==> src/rtl/seq_detect_ctrl.sv <==
// Runtime-configurable serial pattern detector with match counting and a threshold interrupt.
// Latency: out is combinational on the current valid bit; match_count/irq/busy/cfg_err are registered and update one edge later.
// Backpressure: none, one bit consumed per in_valid cycle in RUN; bits are ignored in IDLE and DONE.
module seq_detect_ctrl #(
    parameter int PAT_MAX = 8,
    parameter int CNT_W   = 8,
    parameter int LEN_W   = $clog2(PAT_MAX) + 1
) (
    input  logic               clk,
    input  logic               rst,
    input  logic               cfg_wr,
    input  logic [PAT_MAX-1:0] cfg_pattern,
    input  logic [LEN_W-1:0]   cfg_len,
    input  logic               cfg_overlap,
    input  logic [CNT_W-1:0]   cfg_thresh,
    input  logic               start,
    input  logic               stop,
    input  logic               in_valid,
    input  logic               in_seq,
    output logic               out,
    output logic [CNT_W-1:0]   match_count,
    output logic               irq,
    output logic               busy,
    output logic               cfg_err
);

    typedef enum logic [1:0] {IDLE, RUN, DONE} state_t;

    state_t               state;
    logic [PAT_MAX-1:0]   pattern_q;
    logic [LEN_W-1:0]     len_q;
    logic                 overlap_q;
    logic [CNT_W-1:0]     thresh_q;
    // Only the len-1 most recent bits are ever compared (the newest comes
    // straight from in_seq), so PAT_MAX-1 stored bits cover the longest pattern.
    logic [PAT_MAX-2:0]   hist;
    logic [LEN_W-1:0]     fill;

    logic [PAT_MAX-1:0]   window;
    logic [PAT_MAX-1:0]   len_mask;
    logic                 fill_ok;
    logic                 cfg_ok;
    logic                 count_sat;
    logic [CNT_W-1:0]     count_next;
    logic                 hit_thresh;
    logic [LEN_W-1:0]     fill_next;

    // Mask of the active pattern bits [len-1:0]
    always_comb begin
        len_mask = '0;
        for (int i = 0; i < PAT_MAX; i++) begin
            len_mask[i] = (LEN_W'(i) < len_q);
        end
    end

    // Mealy match, counter saturation and next-fill decisions
    always_comb begin
        window     = {hist, in_seq};
        fill_ok    = (fill >= (len_q - LEN_W'(1)));
        out        = (state == RUN) && in_valid && fill_ok &&
                     (((window ^ pattern_q) & len_mask) == '0);
        cfg_ok     = (state == IDLE) && (cfg_len >= LEN_W'(2)) &&
                     (cfg_len <= LEN_W'(PAT_MAX));
        count_sat  = (thresh_q != '0) ? (match_count >= thresh_q) : (&match_count);
        count_next = match_count + CNT_W'(1);
        hit_thresh = (thresh_q != '0) && !count_sat && (count_next == thresh_q);
        if (out && !overlap_q) begin
            // Non-overlapping: a match consumes its bits, so restart the fill.
            fill_next = '0;
        end else if (fill == LEN_W'(PAT_MAX)) begin
            fill_next = fill;
        end else begin
            fill_next = fill + LEN_W'(1);
        end
    end

    // Control FSM, config registers and detection state with registered outputs
    always_ff @(posedge clk or posedge rst) begin
        if (rst) begin
            state       <= IDLE;
            pattern_q   <= PAT_MAX'(5'b10110);
            len_q       <= LEN_W'(5);
            overlap_q   <= 1'b1;
            thresh_q    <= '0;
            hist        <= '0;
            fill        <= '0;
            match_count <= '0;
            irq         <= 1'b0;
            busy        <= 1'b0;
            cfg_err     <= 1'b0;
        end else begin
            cfg_err <= cfg_wr && !cfg_ok;
            if (cfg_wr && cfg_ok) begin
                pattern_q <= cfg_pattern;
                len_q     <= cfg_len;
                overlap_q <= cfg_overlap;
                thresh_q  <= cfg_thresh;
            end

            case (state)
                IDLE: begin
                    if (start && !stop) begin
                        state       <= RUN;
                        busy        <= 1'b1;
                        hist        <= '0;
                        fill        <= '0;
                        match_count <= '0;
                    end
                end
                RUN: begin
                    if (stop) begin
                        state <= IDLE;
                        busy  <= 1'b0;
                    end else if (start) begin
                        hist        <= '0;
                        fill        <= '0;
                        match_count <= '0;
                    end else if (in_valid) begin
                        hist <= window[PAT_MAX-2:0];
                        fill <= fill_next;
                        if (out && !count_sat) begin
                            match_count <= count_next;
                        end
                        if (out && hit_thresh) begin
                            state <= DONE;
                            irq   <= 1'b1;
                        end
                    end
                end
                DONE: begin
                    if (stop) begin
                        state <= IDLE;
                        irq   <= 1'b0;
                        busy  <= 1'b0;
                    end else if (start) begin
                        state       <= RUN;
                        irq         <= 1'b0;
                        hist        <= '0;
                        fill        <= '0;
                        match_count <= '0;
                    end
                end
                default: begin
                    state <= IDLE;
                    irq   <= 1'b0;
                    busy  <= 1'b0;
                end
            endcase
        end
    end

endmodule

==> config.mk <==
export PLATFORM = sky130hd
export DESIGN_NAME = seq_detect_ctrl
export DESIGN_NICKNAME = d
export VERILOG_FILES = /design/src/rtl/seq_detect_ctrl.sv
export SDC_FILE = /design/constraint.sdc
export NUM_CORES = 1
export LEC_CHECK = 0
export CAP_MARGIN = 20
export CORE_MARGIN = 4
export CORE_UTILIZATION = 57
export CTS_CLUSTER_DIAMETER = 200
export DETAILED_ROUTE_END_ITERATION = 7
export PLACE_DENSITY = 0.89
export RECOVER_POWER = 50
export SYNTH_ARGS = -nofsm -noshare
export SYNTH_HDL_FRONTEND = slang
export SYNTH_SLANG_ARGS = --single-unit
==> constraint.sdc <==
create_clock -name clk -period 5 [get_ports clk]
set_input_delay 1.5 -clock clk [delete_from_list [all_inputs] [get_ports clk]]
set_output_delay 1.5 -clock clk [all_outputs]
set_load 0.01 [all_outputs]
Word-level counts from Yosys, hierarchy flattened:

Cells that the tools add are included.

* reductions and logical operators: 29
* div/mod/pow operators: 0
* order comparisons: 12
* shift-type cells: 0
* mux-type cells: 43
* eq/ne operators: 19
* add/sub/neg operators: 3
* $mul: 0
* bitwise gates (word level): 3

Operator list (number)
* 8-bit 2-to-1 mux: 7
* 7-bit 2-to-1 mux: 6
* 4-bit 2-to-1 mux: 8
* 8-bit one-hot mux with 3 select lines: 1
* 7-bit one-hot mux with 3 select lines: 1
* 3-bit by 4-bit < comparator with 1-bit output (first input constant): 4
* 2-bit 2-to-1 mux: 7
* 7-bit AND reduction: 2
* 1-bit logical AND: 13
* 3-bit inequality test (second input constant): 4
* 4-bit one-hot mux with 3 select lines: 1
* 6-bit AND reduction: 2
* 2-bit inequality test (second input constant): 5
* 1-bit 2-to-1 mux: 9
* 8-bit by 1-bit adder with 8-bit output (second input constant): 1
* 8-bit AND: 1
* 8-bit equality test: 1
* 8-bit greater-or-equal comparator: 1
* 8-bit logical NOT: 1
* 1-bit by 4-bit < comparator with 1-bit output (first input constant): 2
* 2-bit by 4-bit < comparator with 1-bit output (first input constant): 2
* 8-bit AND reduction: 1
* 8-bit nonzero test: 1
* 8-bit bitwise XOR: 1
* 21 further kinds: 27

* memories kept: 0
* bits in latches: 0
* logic and storage cells: 120
* memory bits (read-only): 0
* bits of input ports: 28
* output and inout port bits: 12
* RAM bits: 0
* flip-flop bits (word level): 45

Depth between registers and ports, before layout:

* depth in word-level cells: 11
* depth in mapped cells: 10
* depth with buffers taken out: 9

Worst setup path before layout:

OpenSTA, ideal clock, no wires.

* path kind: input to output
* start point: input in_seq
* end point: output out
* stages: 5
* data required time: 3500 ps
* setup slack: 1079 ps
* arrival time: 2421 ps
* path buffers: 0
* path through: xor2_1 > a21oi_2 > o2111ai_2 > or3_4 > inv_1

* longest elaborated chain between the ends: 4

Ends and longest elaborated chain
* start, declared: line 19 `input logic in_seq,`
* 8-bit bitwise XOR: line 61 `(((window ^ pattern_q) & len_mask) == '0);`
* 8-bit AND: line 61
* 8-bit logical NOT: line 61
* 1-bit logical AND: line 60 `out = (state == RUN) && in_valid && fill_ok &&`
* end, declared: line 20 `output logic out,`

Every way passes these cells.

Worst setup path in the final report:

Ends and elaborated chain as after synthesis.

==> impl_metrics.yaml <==
synth:
  synth_nets: 346
  synth_cells: 295
  synth_top_area_share_pct: 33.75
  seq_area_frac_synth_pct: 39.20
  yosys_most_used_dff: "dfrtp_1"
  synth_largest_area_cell: "dfrtp_1"
  ys_top_cells_by_area: "dfrtp_1 (34%), ha_1 (10%), mux2_2 (9.0%)"
  synth_edf_count: 0
  syn_area_per_cell_um2: 9.802
  yosys_warnings: 0
  postSynth.asyncResetShare_pct: 100.0
  synth.distinct_cells: 55
  synth_area_um2: 2892
  synth_seq_cells: 45
clock_tree:
  numCtsBuffers: 5
  post-cts-setup-buffer-count: 0
  tritoncts: "built"
  path_clk_slew_ns: 0.08
  htree_levels: 2
  cts_max_path_buffers: 2
  ctsResizeCount: 0
  numClockSinks: 45
  cts_root_buffer: "clkbuf_8"
  cts_hold_buf: 0
  clkLatencyLatePin_ns: 0.31
global_route:
  antenna_found_initial: 0
  grt_max_degree: 46
  grt_pass1_vias: 2296
  grt_pass1_wl_um: 10570
  grt-ovfl-total: 0
  grt_usage_pct: 21.31
floorplan:
  core_um2: 4817
  chipWidth_um: 79.23
  initial_core_util_pct: 60.03
  core.rowCount: 25
  die_area_um2: 6277
  die_h_um: 79.23
  io_pins: 40
worst_hold_path:
  hp-class: "flop to flop"
  min_from: "irq"
  hold-path-cell-count: 2
place:
  pre_cts_slack_ns: 0.1080
  gp_congestion: 0.8805
  io_buffers: 39
  postPlaceCellArea_um2: 3351
  place_inst: 396
  hpwl_um: 4732
worst_setup_path:
  crit_path_start_kind: "primary input"
  critPathRequiredTime_ns: 3.50
  r2r-start: "match_count[5]"
  critical_path_peak_fanout: 6
  path_class: "primary input to output port"
  cp-end-kind: "output port"
  r2r_cells: 8
  crit_path_start: "in_seq"
  crit_arrival_ns: 3.40
power:
  power_switching_mw: 0.5439
  seqPwrFrac_pct: 42.6
  p_per_area_nw_per_um2: 409.7
  p_clk_share_pct: 16.6
  comb_power_share_pct: 40.8
  swShare_pct: 38.62
  vdd_ir_drop_max_uv: 274.8
  p_int_mw: 0.8646
  p_leak_nw: 1.563
layout:
  stdcell_count: 404
  layout_common_cells: "dfrtp_1 (39), nand2_1 (32), clkdlybuf4s50_1 (32)"
  antenna_cells: 0
  fill_cells: 401
  area_delta_synth_final_pct: 18.91
  multi_input_area_um2: 1630
  final_common_cell: "dfrtp_1"
  nets: 387
  layout-drive-gt1-share_pct: 13.65
  stdcell_area_um2: 3438
  seq_area_um2: 1134
routing:
  avgViaCountPerCell: 5.827
  drt_first_iter_violations: 192
  ant_nets: 0
  vias: 2354
  drc_errors: 0
  wl_per_cell_um: 15.49
  dr.pass1.iters: 5
  wl_um: 6257
sta:
  final-hold-violation-count: 0
  maxSlewHeadroom_pct: -61.57
  setup_ws_ns: 0.09965
  fmax_mhz: 204.1
  rsz0062_at_grt: "no"
  period_minus_slack_ns: 4.900
  maxSlewViolCount: 46
  tns_ns: 0
  worst_pin_slew_ns: 2.424
  final.setup_skew_ns: 0.01115
  finalCritPeriodShare_pct: 98.01
  setup_viol_count_final: 0
job:
  max_cap_violations: 1
status:
  status: "finished, violations left"
  failed_checks: "max-capacitance violations, max-slew violations"
-- logic make-up (layout without fill, tap and decap cells) --
| logic type | Yosys count | after routing | share of synthesized area [%] |
|---|---|---|---|
| AND/OR/NAND/NOR | 97 | 97 | 17.91 |
| AO/OA/AOI/OAI | 58 | 58 | 14.11 |
| flip-flops | 45 | 45 | 39.20 |
| buffers and inverters | 31 | 73 | 4.414 |
| adder cells (fa/ha/maj) | 23 | 23 | 9.953 |
| multiplexers | 23 | 23 | 8.957 |
| XOR/XNOR | 18 | 18 | 5.452 |
-- final timing paths --
path	end	slack, ns
setup / recovery	out	0.1
min in group asynchronous	hist[3]	2.51
setup reg to reg	match_count[0]	2.22
hold / removal	irq	0.50
max in group asynchronous	match_count[4]	1.10
hold reg to reg	irq	0.50
-- power by group through the flow --
stage / registers [mW] / clock network, mW / logic, mW
5_1_grt: 0.616 / 0.252 / 0.645
3_3_place_gp: 0.597 / 0 / 0.543
6_report: 0.600 / 0.234 / 0.575
3_5_place_dp: 0.606 / 0 / 0.577
4_1_cts: 0.599 / 0.237 / 0.582
2_1_floorplan: 0.562 / 0 / 0.459
-- worst max-delay path, cell delays in order --
cell	delay [ns]
clkdlybuf4s50_1	0.43
xor2_1	0.16
a21oi_2	0.13
o2111ai_2	0.15
or3_4	0.43
inv_1	0.07
clkdlybuf4s50_1	0.52
-- registers in the layout, summed over array words and instances, names as in the netlist --
signal	count
busy	1
cfg_err	1
fill	4
hist	7
irq	1
len_q	4
match_count	8
overlap_q	1
pattern_q	8
state	2
thresh_q	8
-- metrics by stage --
step / power [mW] / hold slack [ns] / util, %
final: 1.409 / 0.4959 / 71.38
after global routing: 1.513 / 0.5429 / 71.38
after CTS: 1.418 / 0.4965 / 71.45
after detailed placement: 1.183 / 0.4765 / 69.56
after global placement: 1.140 / 0.4701 / 69.56
after floorplan: 1.021 / 0.4586 / -
-- Yosys cell counts, drive strengths merged (5+ instances only) --
library cell / number
xnor2: 7
nand3: 14
nand2: 32
ha: 23
inv: 22
a21oi: 6
o21ai: 18
buf: 5
dfstp: 6
and2: 6
mux2: 23
o211ai: 5
dfrtp: 39
xor2: 11
nor2: 11
-- metal layers --
| layer | track usage (%) | wire, um | vias up | part of all wire (%) |
|---|---|---|---|---|
| met4 | 6.014 | 129 | 0 | 2.1 |
| met2 | 37.29 | 3139 | 79 | 50 |
| met1 | 26.79 | 2647 | 1125 | 42 |
| li1 | - | - | 1134 | - |
| met5 | 0 | 0 | - | 0 |
| met3 | 3.968 | 341 | 16 | 5.4 |
-- cell type report --
cell class              instances  share of cell area, %
repair buffers                 43                  12.12
clock buffers                   5                  2.001
inverters                      22                  2.402
clock inverters                 3                 0.6550
multi-input cells             219                  47.42
flip-flops and latches         45                  32.97
well taps                      67                  2.438
(Power assumes the default switching activity.)
